## src/rtl/pcs_10g_slip_ctrl_if.sv

```systemverilog
// Signal bundle between block sync / gearbox and the slip controller.
// The master side drives the sync status; the slave side is the controller.
interface pcs_10g_slip_ctrl_if;
  logic       enable;
  logic       rx_valid;
  logic       slip_req;
  logic       block_lock;
  logic       hi_ber;
  logic       gb_slip;
  logic       sync_hold;
  logic       rx_restart;
  logic       align_fail;
  logic       link_up;
  logic [6:0] slip_count;
  logic [7:0] fail_count;

  modport master (
    output enable, rx_valid, slip_req, block_lock, hi_ber,
    input  gb_slip, sync_hold, rx_restart, align_fail, link_up, slip_count, fail_count
  );

  modport slave (
    input  enable, rx_valid, slip_req, block_lock, hi_ber,
    output gb_slip, sync_hold, rx_restart, align_fail, link_up, slip_count, fail_count
  );
endinterface

```

## src/rtl/pcs_10g_slip_ctrl.sv

```systemverilog
// Alignment sequencer: rate-limits gearbox slips, bounds the search to one
// rotation with an RX restart on failure, and qualifies link_up after lock.
module pcs_10g_slip_ctrl #(
  parameter int SLIP_HOLDOFF  = 4,
  parameter int MAX_SLIPS     = 66,
  parameter int LINK_UP_DELAY = 16,
  parameter int RESTART_LEN   = 8
) (
  input  logic                 clk,
  input  logic                 rst,
  pcs_10g_slip_ctrl_if.slave   bus
);

  typedef enum logic [2:0] {IDLE, SEARCH, HOLDOFF, LOCKED, RESTART} state_t;

  localparam logic [3:0] HOLD_LOAD    = 4'(SLIP_HOLDOFF);
  localparam logic [6:0] SLIP_LAST    = 7'(MAX_SLIPS - 1);
  localparam logic [7:0] GOOD_TARGET  = 8'(LINK_UP_DELAY);
  localparam logic [7:0] RESTART_LOAD = 8'(RESTART_LEN);

  state_t     state, state_n;
  logic [3:0] hold_cnt, hold_n;
  logic [7:0] good_cnt, good_n;
  logic [7:0] restart_cnt, restart_n;
  logic [6:0] slip_q, slip_n;
  logic [7:0] fail_q, fail_n;
  logic       gb_slip_q, gb_slip_n;
  logic       sync_hold_q, sync_hold_n;
  logic       rx_restart_q, rx_restart_n;
  logic       align_fail_q, align_fail_n;
  logic       link_up_q, link_up_n;

  always_ff @(posedge clk or posedge rst) begin
    if (rst) begin
      state        <= IDLE;
      hold_cnt     <= '0;
      good_cnt     <= '0;
      restart_cnt  <= '0;
      slip_q       <= '0;
      fail_q       <= '0;
      gb_slip_q    <= 1'b0;
      sync_hold_q  <= 1'b0;
      rx_restart_q <= 1'b0;
      align_fail_q <= 1'b0;
      link_up_q    <= 1'b0;
    end else begin
      state        <= state_n;
      hold_cnt     <= hold_n;
      good_cnt     <= good_n;
      restart_cnt  <= restart_n;
      slip_q       <= slip_n;
      fail_q       <= fail_n;
      gb_slip_q    <= gb_slip_n;
      sync_hold_q  <= sync_hold_n;
      rx_restart_q <= rx_restart_n;
      align_fail_q <= align_fail_n;
      link_up_q    <= link_up_n;
    end
  end

  // Every output is computed here one cycle ahead so it leaves a flop.
  always_comb begin
    state_n      = state;
    hold_n       = hold_cnt;
    good_n       = good_cnt;
    restart_n    = restart_cnt;
    slip_n       = slip_q;
    fail_n       = fail_q;
    gb_slip_n    = 1'b0;
    align_fail_n = 1'b0;
    sync_hold_n  = sync_hold_q;
    rx_restart_n = rx_restart_q;
    link_up_n    = link_up_q;

    if (!bus.enable) begin
      state_n      = IDLE;
      sync_hold_n  = 1'b0;
      rx_restart_n = 1'b0;
      link_up_n    = 1'b0;
      slip_n       = '0;
    end else begin
      case (state)
        IDLE: state_n = SEARCH;

        SEARCH: begin
          if (bus.block_lock) begin
            state_n = LOCKED;
            good_n  = '0;
          end else if (bus.slip_req && slip_q == SLIP_LAST) begin
            state_n      = RESTART;
            align_fail_n = 1'b1;
            rx_restart_n = 1'b1;
            restart_n    = RESTART_LOAD;
            slip_n       = '0;
            if (fail_q != 8'hFF) fail_n = fail_q + 8'd1;
          end else if (bus.slip_req) begin
            state_n     = HOLDOFF;
            gb_slip_n   = 1'b1;
            sync_hold_n = 1'b1;
            slip_n      = slip_q + 7'd1;
            hold_n      = HOLD_LOAD;
          end
        end

        // Only real blocks count toward settling; idle cycles do not.
        HOLDOFF: begin
          sync_hold_n = 1'b1;
          if (bus.rx_valid) begin
            if (hold_cnt == 4'd1) begin
              state_n     = SEARCH;
              sync_hold_n = 1'b0;
            end else begin
              hold_n = hold_cnt - 4'd1;
            end
          end
        end

        LOCKED: begin
          if (!bus.block_lock) begin
            state_n   = SEARCH;
            link_up_n = 1'b0;
            slip_n    = '0;
            good_n    = '0;
          end else if (bus.hi_ber) begin
            good_n    = '0;
            link_up_n = 1'b0;
          end else if (bus.rx_valid && good_cnt != GOOD_TARGET) begin
            good_n = good_cnt + 8'd1;
            if (good_n == GOOD_TARGET) link_up_n = 1'b1;
          end
        end

        RESTART: begin
          if (restart_cnt == 8'd1) begin
            state_n      = SEARCH;
            rx_restart_n = 1'b0;
          end else begin
            restart_n = restart_cnt - 8'd1;
          end
        end

        default: state_n = IDLE;
      endcase
    end
  end

  assign bus.gb_slip    = gb_slip_q;
  assign bus.sync_hold  = sync_hold_q;
  assign bus.rx_restart = rx_restart_q;
  assign bus.align_fail = align_fail_q;
  assign bus.link_up    = link_up_q;
  assign bus.slip_count = slip_q;
  assign bus.fail_count = fail_q;

endmodule

```

## src/flat_wrapper.sv

```systemverilog
// flat-port wrapper written by rule: the top's interface ports become plain ports
module pcs_10g_slip_ctrl_flat 
#(
  parameter int SLIP_HOLDOFF  = 4,
  parameter int MAX_SLIPS     = 66,
  parameter int LINK_UP_DELAY = 16,
  parameter int RESTART_LEN   = 8
)
  (clk, rst, bus_enable, bus_rx_valid, bus_slip_req, bus_block_lock, bus_hi_ber, bus_gb_slip, bus_sync_hold, bus_rx_restart, bus_align_fail, bus_link_up, bus_slip_count, bus_fail_count);
  pcs_10g_slip_ctrl_if bus_i ();
  input  logic clk;
  input  logic rst;
  input wire logic [$bits(bus_i.enable)-1:0] bus_enable;
  input wire logic [$bits(bus_i.rx_valid)-1:0] bus_rx_valid;
  input wire logic [$bits(bus_i.slip_req)-1:0] bus_slip_req;
  input wire logic [$bits(bus_i.block_lock)-1:0] bus_block_lock;
  input wire logic [$bits(bus_i.hi_ber)-1:0] bus_hi_ber;
  output wire logic [$bits(bus_i.gb_slip)-1:0] bus_gb_slip;
  output wire logic [$bits(bus_i.sync_hold)-1:0] bus_sync_hold;
  output wire logic [$bits(bus_i.rx_restart)-1:0] bus_rx_restart;
  output wire logic [$bits(bus_i.align_fail)-1:0] bus_align_fail;
  output wire logic [$bits(bus_i.link_up)-1:0] bus_link_up;
  output wire logic [$bits(bus_i.slip_count)-1:0] bus_slip_count;
  output wire logic [$bits(bus_i.fail_count)-1:0] bus_fail_count;
  assign bus_i.enable = bus_enable;
  assign bus_i.rx_valid = bus_rx_valid;
  assign bus_i.slip_req = bus_slip_req;
  assign bus_i.block_lock = bus_block_lock;
  assign bus_i.hi_ber = bus_hi_ber;
  assign bus_gb_slip = bus_i.gb_slip;
  assign bus_sync_hold = bus_i.sync_hold;
  assign bus_rx_restart = bus_i.rx_restart;
  assign bus_align_fail = bus_i.align_fail;
  assign bus_link_up = bus_i.link_up;
  assign bus_slip_count = bus_i.slip_count;
  assign bus_fail_count = bus_i.fail_count;
  pcs_10g_slip_ctrl #(.SLIP_HOLDOFF(SLIP_HOLDOFF), .MAX_SLIPS(MAX_SLIPS), .LINK_UP_DELAY(LINK_UP_DELAY), .RESTART_LEN(RESTART_LEN)) u_core (.clk(clk), .rst(rst), .bus(bus_i));
endmodule
```

## config.mk

```make
export PLATFORM = sky130hd
export DESIGN_NAME = pcs_10g_slip_ctrl_flat
export DESIGN_NICKNAME = d
export VERILOG_FILES = /design/src/rtl/pcs_10g_slip_ctrl_if.sv /design/src/rtl/pcs_10g_slip_ctrl.sv /design/src/flat_wrapper.sv
export SDC_FILE = /design/constraint.sdc
export NUM_CORES = 1
export LEC_CHECK = 0
export CAP_MARGIN = 20
export CORE_MARGIN = 10
export CORE_UTILIZATION = 55
export CTS_BUF_LIST = sky130_fd_sc_hd__clkbuf_8
export DETAILED_ROUTE_END_ITERATION = 10
export PLACE_DENSITY = 0.78
export SKIP_CTS_REPAIR_TIMING = 1
export SLEW_MARGIN = 0
export SYNTH_ARGS = -nofsm -noshare
export SYNTH_HDL_FRONTEND = slang
export SYNTH_SLANG_ARGS = --single-unit
export TNS_END_PERCENT = 1
```

## constraint.sdc

```tcl
create_clock -name clk -period 5.1 [get_ports clk]
set_input_delay 1.02 -clock clk [delete_from_list [all_inputs] [get_ports clk]]
set_output_delay 1.02 -clock clk [all_outputs]
set_load 0.1 [all_outputs]
```

* Yosys cells after proc, flatten, opt, wreduce, memory -nomap -nowiden
Cells that the tools add are included.
** Word-level totals
- Input port bits :: 7
- Flip-flop bits (word level) :: 43
- Logic and storage cells :: 124
- Output and inout port bits :: 20
** Operators by class
- Reduce and logical (&&, ||, !) cells :: 15
- Equal/unequal tests :: 35
- Add/sub/neg operators :: 5
- Bitwise gates (word level) :: 1
- Muxes and demuxes :: 57
** Operator list (number)
- 8-bit 2-to-1 mux :: 7
- 7-bit 2-to-1 mux :: 5
- 8-bit one-hot mux with 2 select lines :: 2
- 1-bit 2-to-1 mux :: 25
- 3-bit 2-to-1 mux :: 8
- 4-bit 2-to-1 mux :: 5
- 8-bit by 1-bit adder with 8-bit output, second input constant :: 2
- 4-bit AND reduction :: 4
- 3-bit inequality test, second input constant :: 5
- 3-bit one-hot mux with 5 select lines :: 1
- 5-bit AND reduction :: 3
- 2-bit inequality test, second input constant :: 7
- 7-bit one-hot mux with 2 select lines :: 1
- 3-bit by 1-bit inequality test with 1-bit output, second input constant :: 3
- 3-bit by 2-bit inequality test with 1-bit output, second input constant :: 3
- 8-bit by 1-bit == test with 1-bit output, second input constant :: 1
- 8-bit by 5-bit == test with 1-bit output, second input constant :: 1
- 4-bit by 2-bit inequality test with 1-bit output, second input constant :: 2
- 4-bit by 3-bit inequality test with 1-bit output, second input constant :: 2
- 8-bit by 5-bit inequality test with 1-bit output, second input constant :: 1
- 8-bit inequality test, second input constant :: 1
- 4-bit one-hot mux with 2 select lines :: 1
- 8-bit by 1-bit subtractor with 8-bit output, second input constant :: 1
- 7-bit by 1-bit adder with 7-bit output, second input constant :: 1
- other kinds (15) :: 21

* Depth between registers and ports, before layout
Gate-level depths: netlist (run 1).
- Depth after elaboration :: 8
- Mapped depth :: 8
- Mapped depth without buffers :: 7

* Worst setup path after synthesis (run 1)
No wires, ideal clock.
- Path type :: flip-flop to flip-flop
- Start :: register u_core.slip_q[6] (netlist: u_core.bus.slip_count[6])
- End :: register u_core.fail_q[7] (netlist: u_core.bus.fail_count[7])
- Path buffers :: 1
- Data arrival time :: 2675 ps
- Path slack :: 2265 ps
- Library setup time :: 160 ps
- Data required time :: 4940 ps
- Clock period less this slack :: 2835 ps
- Stages on the path, launching flop included :: 7
- Cell sequence :: dfrtp_1 or4b_4 or4_4 buf_6 a31oi_4 nand4_1 xnor2_1
** Between the ends
- Longest elaborated chain between the ends :: 3
** RTL lines
- start: declaration :: line pcs_10g_slip_ctrl.sv:25 : logic [6:0] slip_q, slip_n;
- start signal: assignment :: line pcs_10g_slip_ctrl.sv:51 : slip_q <= slip_n;
- 7-bit == test :: line pcs_10g_slip_ctrl.sv:89 : end else if (bus.slip_req && slip_q == SLIP_LAST) begin
- 1-bit logical AND :: line pcs_10g_slip_ctrl.sv:89
- 5-bit AND reduction (no source line)
- end signal: assignment :: line pcs_10g_slip_ctrl.sv:52 : fail_q <= fail_n;
- end: declaration :: line pcs_10g_slip_ctrl.sv:26 : logic [7:0] fail_q, fail_n;
Every way passes these cells.
A chain may end at the register's enable or synchronous reset.

* Worst setup path after layout (run 1)
- Start :: input port bus_enable
- End :: register u_core.fail_q[1] (netlist: u_core.bus.fail_count[1])
** Between the ends
- Longest elaborated chain between the ends :: 1
** RTL lines
- start: declaration :: line flat_wrapper.sv:13 : input wire logic [$bits(bus_i.enable)-1:0] bus_enable;
- 5-bit AND reduction (no source line)
Every way passes these cells.

==> summary.txt, run 1 <==
Global routing
  • First-pass GRT wire length: 8.68 mm
  • Vias in the first global route: 1896
  • Largest net degree at the start of global routing: 44
  • Total global routing overflow: 0
  • GR Util All Layers: 14.1%
  • Initial antenna violation count: 0

Placement
  • Cell count after placement: 324
  • Routability cong.: 0.838
  • IO Port Bufs: 26
  • DP HPWL: 3.60 mm

Timing
  • RSZ-0062 raised after global routing: no
  • Min Hold Slack: 0.507 ns
  • Fmax: 0.316 GHz
  • Relative slew margins: 33.1%
  • Period utilisation layout: 62.1%
  • Worst Max-Slew Pin Slew: 1.00 ns
  • Clk_skew: 0.00412 ns
  • Fin. Hold Viols: 0
  • Slew Viols, Final: 0
  • Tmin final: 3.17 ns
  • Final setup viols: 0
  • Fin Setup TNS: 0 ns

Clock tree
  • Worst skew pair latency: 0.30 ns
  • H-tree levels: 2
  • Clk root buf: clkbuf_8
  • TritonCTS Buffers: 5
  • CTS tree: yes
  • Worst-path clk slew: 0.08 ns
  • Clock Path Buffers: 2
  • CTS sink count: 43

Layout
  • Synth-to-Final Area Change: 15.6%
  • Final Util: 65.9%
  • Register area: 0.00108 mm^2
  • Fin cells: 333
  • Ratio of cells with drive above 1 in the final layout: 8.90%
  • Final #Nets: 296
  • Footprint of the multi-input gates: 0.00131 mm^2
  • Diode count: 0
  • Filler Cells Inserted: 380

Power and ir drop
  • Power per cell area: 283 mW/mm^2
  • Cell leakage power: 1.24 nW
  • Power Total: 0.813 mW
  • Highest ir drop seen on vdd: 0.154 mV

Run status
  • Status: completed

Setup path
  • CP arrival: 3.36 ns
  • Worst Setup SP: bus_enable
  • Crit-path max FO: 10
  • Critical R2R Launch: u_core.bus.slip_count[2]
  • Worst Setup EP: u_core.bus.fail_count[1]
  • FF-to-FF path depth: 4
  • Crit start category: primary input
  • Critical Path RT: 5.29 ns
  • Critical path class: in -> reg
  • R2r endpoint: u_core.bus.fail_count[1]
  • Reg2Reg Setup Slack: 2.70 ns
  • CP Capture Type: flop

Yosys
  • EDFF count, synth: 0
  • Yosys reg bits: 43
  • Syn nets: 268
  • Top cells by area, synth: dfrtp_1 43%, xnor2_1 4.6%, ha_1 4.5%
  • FFs w/ async S/R, synth: 100%
  • Library cells used by synthesis: 54
  • Synth top cells by count: 43 x dfrtp_1, 23 x nor2_1, 19 x nand2_1, 16 x inv_1, 13 x xnor2_1
  • Post-synthesis sequential area ratio: 43.3%
  • Top-count cell post-synth: dfrtp_1
  • Mapped Area: 0.00248 mm^2
  • Syn_area_per_cell: 9.86 um^2
  • Synthesis warning total: 0
  • Cell taking the most area after synthesis: dfrtp_1
  • Main synth FF type: dfrtp_1
  • Post-synth top area share: 43.3%
  • Mapped Cells: 252

Die
  • Die height: 87.2 um
  • Number of I/O pins: 27
  • Die span in x: 87.2 um
  • # rows: 24
  • Core area: 0.00435 mm^2
  • Starting Density: 57.1%
  • Die area: 0.00761 mm^2

Detailed routing
  • WL met3: 365 um
  • WL per Instance: 15.3 um
  • Vias: 2001
  • Via/cell ratio: 6.01
  • DRT Pass-1 Iters: 4
  • Final WL: 5.10 mm
  • Drt drc: 0
  • ANT nets after route: 0
  • Highest metal used: met4
  • Met2 WL: 2.35 mm
  • Metal-1 WL: 2.26 mm
  • Drt first-iter violations: 130

Hold path
  • Hold Path Class: reg -> reg

Flow run
  • Max_cap viols: 0
sequential cells by signal (all words and copies together), names as in the netlist:
name,count
u_core.bus.fail_count,8
u_core.bus.rx_restart,1
u_core.state,3
u_core.restart_cnt,8
u_core.bus.link_up,1
u_core.bus.align_fail,1
u_core.bus.sync_hold,1
u_core.good_cnt,8
u_core.hold_cnt,4
u_core.bus.gb_slip,1
u_core.bus.slip_count,7
worst min path at each step:
stage	from	to	slack, ns	depth (start not counted)
finish	u_core.bus.fail_count[4]	u_core.bus.fail_count[4]	0.51	1
detailed placement	u_core.bus.fail_count[4]	u_core.bus.fail_count[4]	0.50	1
global placement	u_core.bus.fail_count[6]	u_core.bus.fail_count[6]	0.49	1
global route	u_core.bus.fail_count[4]	u_core.bus.fail_count[4]	0.54	1
CTS	u_core.bus.fail_count[4]	u_core.bus.fail_count[4]	0.51	1
floorplan	u_core.good_cnt[7]	u_core.good_cnt[7]	0.49	2
layer usage:
layer,global-route usage (%),vias up
met4,7.39,0
met1,17.0,976
met3,4.59,12
met5,0,-
li1,-,953
met2,21.9,60
power breakdown:
| group | internal, mW | leakage [nW] | switching [mW] |
|---|---|---|---|
| registers | 0.365 | 0.584 | 0.0384 |
| logic | 0.0697 | 0.612 | 0.130 |
| clock network | 0.0937 | 0.0477 | 0.117 |
| total | 0.528 | 1.24 | 0.285 |
worst max-delay path, cell delays in order:
cell	delay, ns
clkdlybuf4s50_1	0.69
nand3b_1	0.27
or4_4	0.72
a31oi_4	0.30
mux2_1	0.35
cell families after synthesis:
kind of cell,count (synthesis),share of synthesized area [%]
and+or+nand+nor,99,21.5
DFF,43,43.3
xor gates and xnor gates,22,7.75
muxes,3,1.26
adders and majority gates,9,4.53
AOI/OAI and AO/OA,53,17.9
buffers and inverters,23,3.83
cell usage in the layout, fill, tap and decap left out, types with 8 or more instances in the layout:
master           instances
nand3_1                  8
ha_1                     9
clkdlybuf4s50_1         26
inv_1                   15
dfrtp_1                 43
xor2_1                   9
nand2_1                 19
nor2_1                  23
nand2b_1                11
nand4_1                  8
xnor2_1                 13
final cells by class:
type / instances / area share (%)
clock buffer: 5 / 2.40
multi-input combinational: 186 / 45.8
tap: 52 / 2.27
timing repair buffer: 28 / 9.50
clock inverter: 3 / 0.523
inverter: 16 / 2.09
sequential: 43 / 37.5
stage by stage:
stage,area [um^2],setup WS [ns]
final,2870,1.93
after global routing,2870,1.82
after CTS,2870,1.94
after detailed placement,2780,1.62
after global placement,2780,1.67
after floorplan,2480,2.26
Power figures use the tool's default switching activity.
==> run 2: changes to the inputs <==
CORE_UTILIZATION = 53   (was 55)
PLACE_DENSITY = 0.79   (was 0.78)
clock period = 2.87 ns   (was 5.1 ns; I/O delays follow)
==> run 2 against run 1 <==
Non-clock buffer count is 9 higher. Highest routed layer unchanged. Global-route usage fell by 0.30 points. Worst hold slack lost 0.017 ns. Worst setup slack worse by 1.5 ns. First-iteration DRC count down 12%. Register-to-register slack got worse by 2.2 ns. Final cell count is 2.7% higher. Critical path depth unchanged.
==> summary.txt, run 2 (synthesized netlist as in run 1, its figures left out) <==
Detailed routing
  • Final WL: 5.03 mm (-1.4%)
  • DRT Pass-1 Iters: 4 (unchanged)
  • Via/cell ratio: 5.70 (-5.2%)
  • Vias: 1948 (-2.6%)
  • Drt drc: 0 (unchanged)
  • WL per Instance: 14.7 um (-4.0%)
  • Drt first-iter violations: 115 (-12%)
  • ANT nets after route: 0 (unchanged)

Setup path
  • CP Capture Type: flop
  • Crit start category: primary input
  • CP arrival: 2.63 ns (-0.73 ns)
  • Critical path class: in -> reg
  • Critical Path RT: 3.05 ns (-2.24 ns)
  • Crit-path max FO: 10 (unchanged)

Layout
  • Commonest cells after routing, fill and taps aside: 43 x dfrtp_1, 31 x buf_4, 23 x nor2_1
  • Ratio of cells with drive above 1 in the final layout: 18.3% (+9.4 points)
  • Final #Nets: 305 (+3.0%)
  • Most common cell after layout, fill and taps aside: dfrtp_1
  • Synth-to-Final Area Change: 18.3%
  • Diode count: 0 (unchanged)

Power and ir drop
  • Power Total: 1.64 mW (+100%)
  • Highest ir drop seen on vdd: 0.326 mV (+110%)
  • Cell leakage power: 1.35 nW (+8.6%)
  • Power per cell area: 558 mW/mm^2 (+97%)

Placement
  • IO Port Bufs: 26 (unchanged)
  • DP HPWL: 3.80 mm (+5.6%)
  • Routability cong.: 0.886 (+5.7%)

Die
  • # rows: 24 (unchanged)
  • Die height: 88.5 um (+1.4%)
  • Core area: 0.00444 mm^2 (+2.1%)
  • Number of I/O pins: 27 (unchanged)
  • Die area: 0.00783 mm^2 (+2.9%)
  • Starting Density: 55.9% (-1.2 points)
  • Die span in x: 88.5 um (+1.4%)

Clock tree
  • TritonCTS Buffers: 5 (unchanged)
  • Clk root buf: clkbuf_8
  • CTS sink count: 43 (unchanged)
  • Worst-path clk slew: 0.08 ns (about the same)
  • Clock Path Buffers: 2 (unchanged)
  • Worst skew pair latency: 0.29 ns (about the same)
  • CTS tree: yes
  • H-tree levels: 2 (unchanged)

Flow run
  • Max_cap viols: 0 (unchanged)

Global routing
  • Vias in the first global route: 1914 (+0.95%)
  • GR Util All Layers: 13.8% (-0.30 points)
  • Met3 global-route usage: 3.95% (-0.64 points)
  • First-pass GRT wire length: 8.71 mm (+0.31%)
  • Global-route met2 utilization: 23.2% (+1.3 points)
  • Busiest layer in global routing: met2
  • Met1 Track Usage GR: 17.0% (+0.020 points)
  • Total global routing overflow: 0 (unchanged)
  • Initial antenna violation count: 0 (unchanged)
  • Largest net degree at the start of global routing: 19 (-57%)

Timing
  • RSZ-0062 raised after global routing: no
  • Slew Viols, Final: 0 (unchanged)
  • Fmax: 0.408 GHz
  • Tmin final: 2.45 ns
  • Fin Setup TNS: 0 ns (unchanged)
  • Fin. Hold Viols: 0 (unchanged)
  • Period utilisation layout: 85.4%
  • Worst Max-Slew Pin Slew: 0.974 ns (-0.0256 ns)
  • Relative slew margins: 35.0% (+1.8 points)
  • Clk_skew: 0.00530 ns (+0.00117 ns)
  • Final setup viols: 0 (unchanged)

Run status
  • Status: completed

Hold path
  • Hold Path Class: reg -> reg
## run 2: cell count changes in the layout (fill, tap and decap cells not counted)
cell,before,now
buf_4,1,31
clkbuf_2,1,0
clkinv_2,3,0
bufinv_16,0,2
inv_1,15,16
clkdlybuf4s50_1,26,6
## run 2: through the flow
step / utilization (%) / hold WS (ns) / instances / cell area [um^2] / setup WS, ns
2_1_floorplan: - / 0.487 / 252 / 2480 / 0.0345
3_3_place_gp: 63.2 / 0.483 / 334 / 2810 / 0.164
3_5_place_dp: 63.2 / 0.485 / 334 / 2810 / 0.106
4_1_cts: 66.2 / 0.497 / 342 / 2940 / 0.428
5_1_grt: 66.2 / 0.529 / 342 / 2940 / 0.366
6_report: 66.2 / 0.491 / 342 / 2940 / 0.419
## run 2: layout make-up
type,instances,area [um^2]
clock buffers,5,68.8
clock inverters,3,63.8
fillers,376,1500
inverters,16,60.1
multi-input cells,186,1310
flip-flops and latches,43,1080
well taps,52,65.1
repair buffers,37,293
## run 2: path summary, 6_finish.rpt
kind                                          start  cells past startpoint  slack (ns)                        to
max                                    bus_slip_req                      5        0.42  u_core.bus.fail_count[1]
max reg2reg                u_core.bus.slip_count[2]                      4        0.46  u_core.bus.fail_count[1]
min                        u_core.bus.fail_count[4]                      1        0.49  u_core.bus.fail_count[4]
min in group asynchronous                       rst                      2        0.54     u_core.bus.rx_restart
max in group asynchronous                       rst                      3        1.77        u_core.good_cnt[7]
min reg2reg                u_core.bus.fail_count[4]                      1        0.49  u_core.bus.fail_count[4]
## run 2: critical path: stages
cell and delay [ns]:
clkdlybuf4s50_1 0.47, or3b_1 0.37, or4_4 0.55, a31oi_4 0.31, mux2_1 0.35
## run 2: where the power goes
part | total [mW] | switching [mW] | internal, mW
clock | 0.549 | 0.205 | 0.344
combinational | 0.404 | 0.257 | 0.147
sequential | 0.689 | 0.0401 | 0.649
total | 1.64 | 0.502 | 1.14
## run 2: layer usage
metal  part of all wire (%)  vias up  routed length (um)
li1                       -      975                   -
met1                     45      934                2270
met2                     50       35                2520
met3                    4.1        4                 205
met4                   0.76        0                  38
met5                      0        -                   0
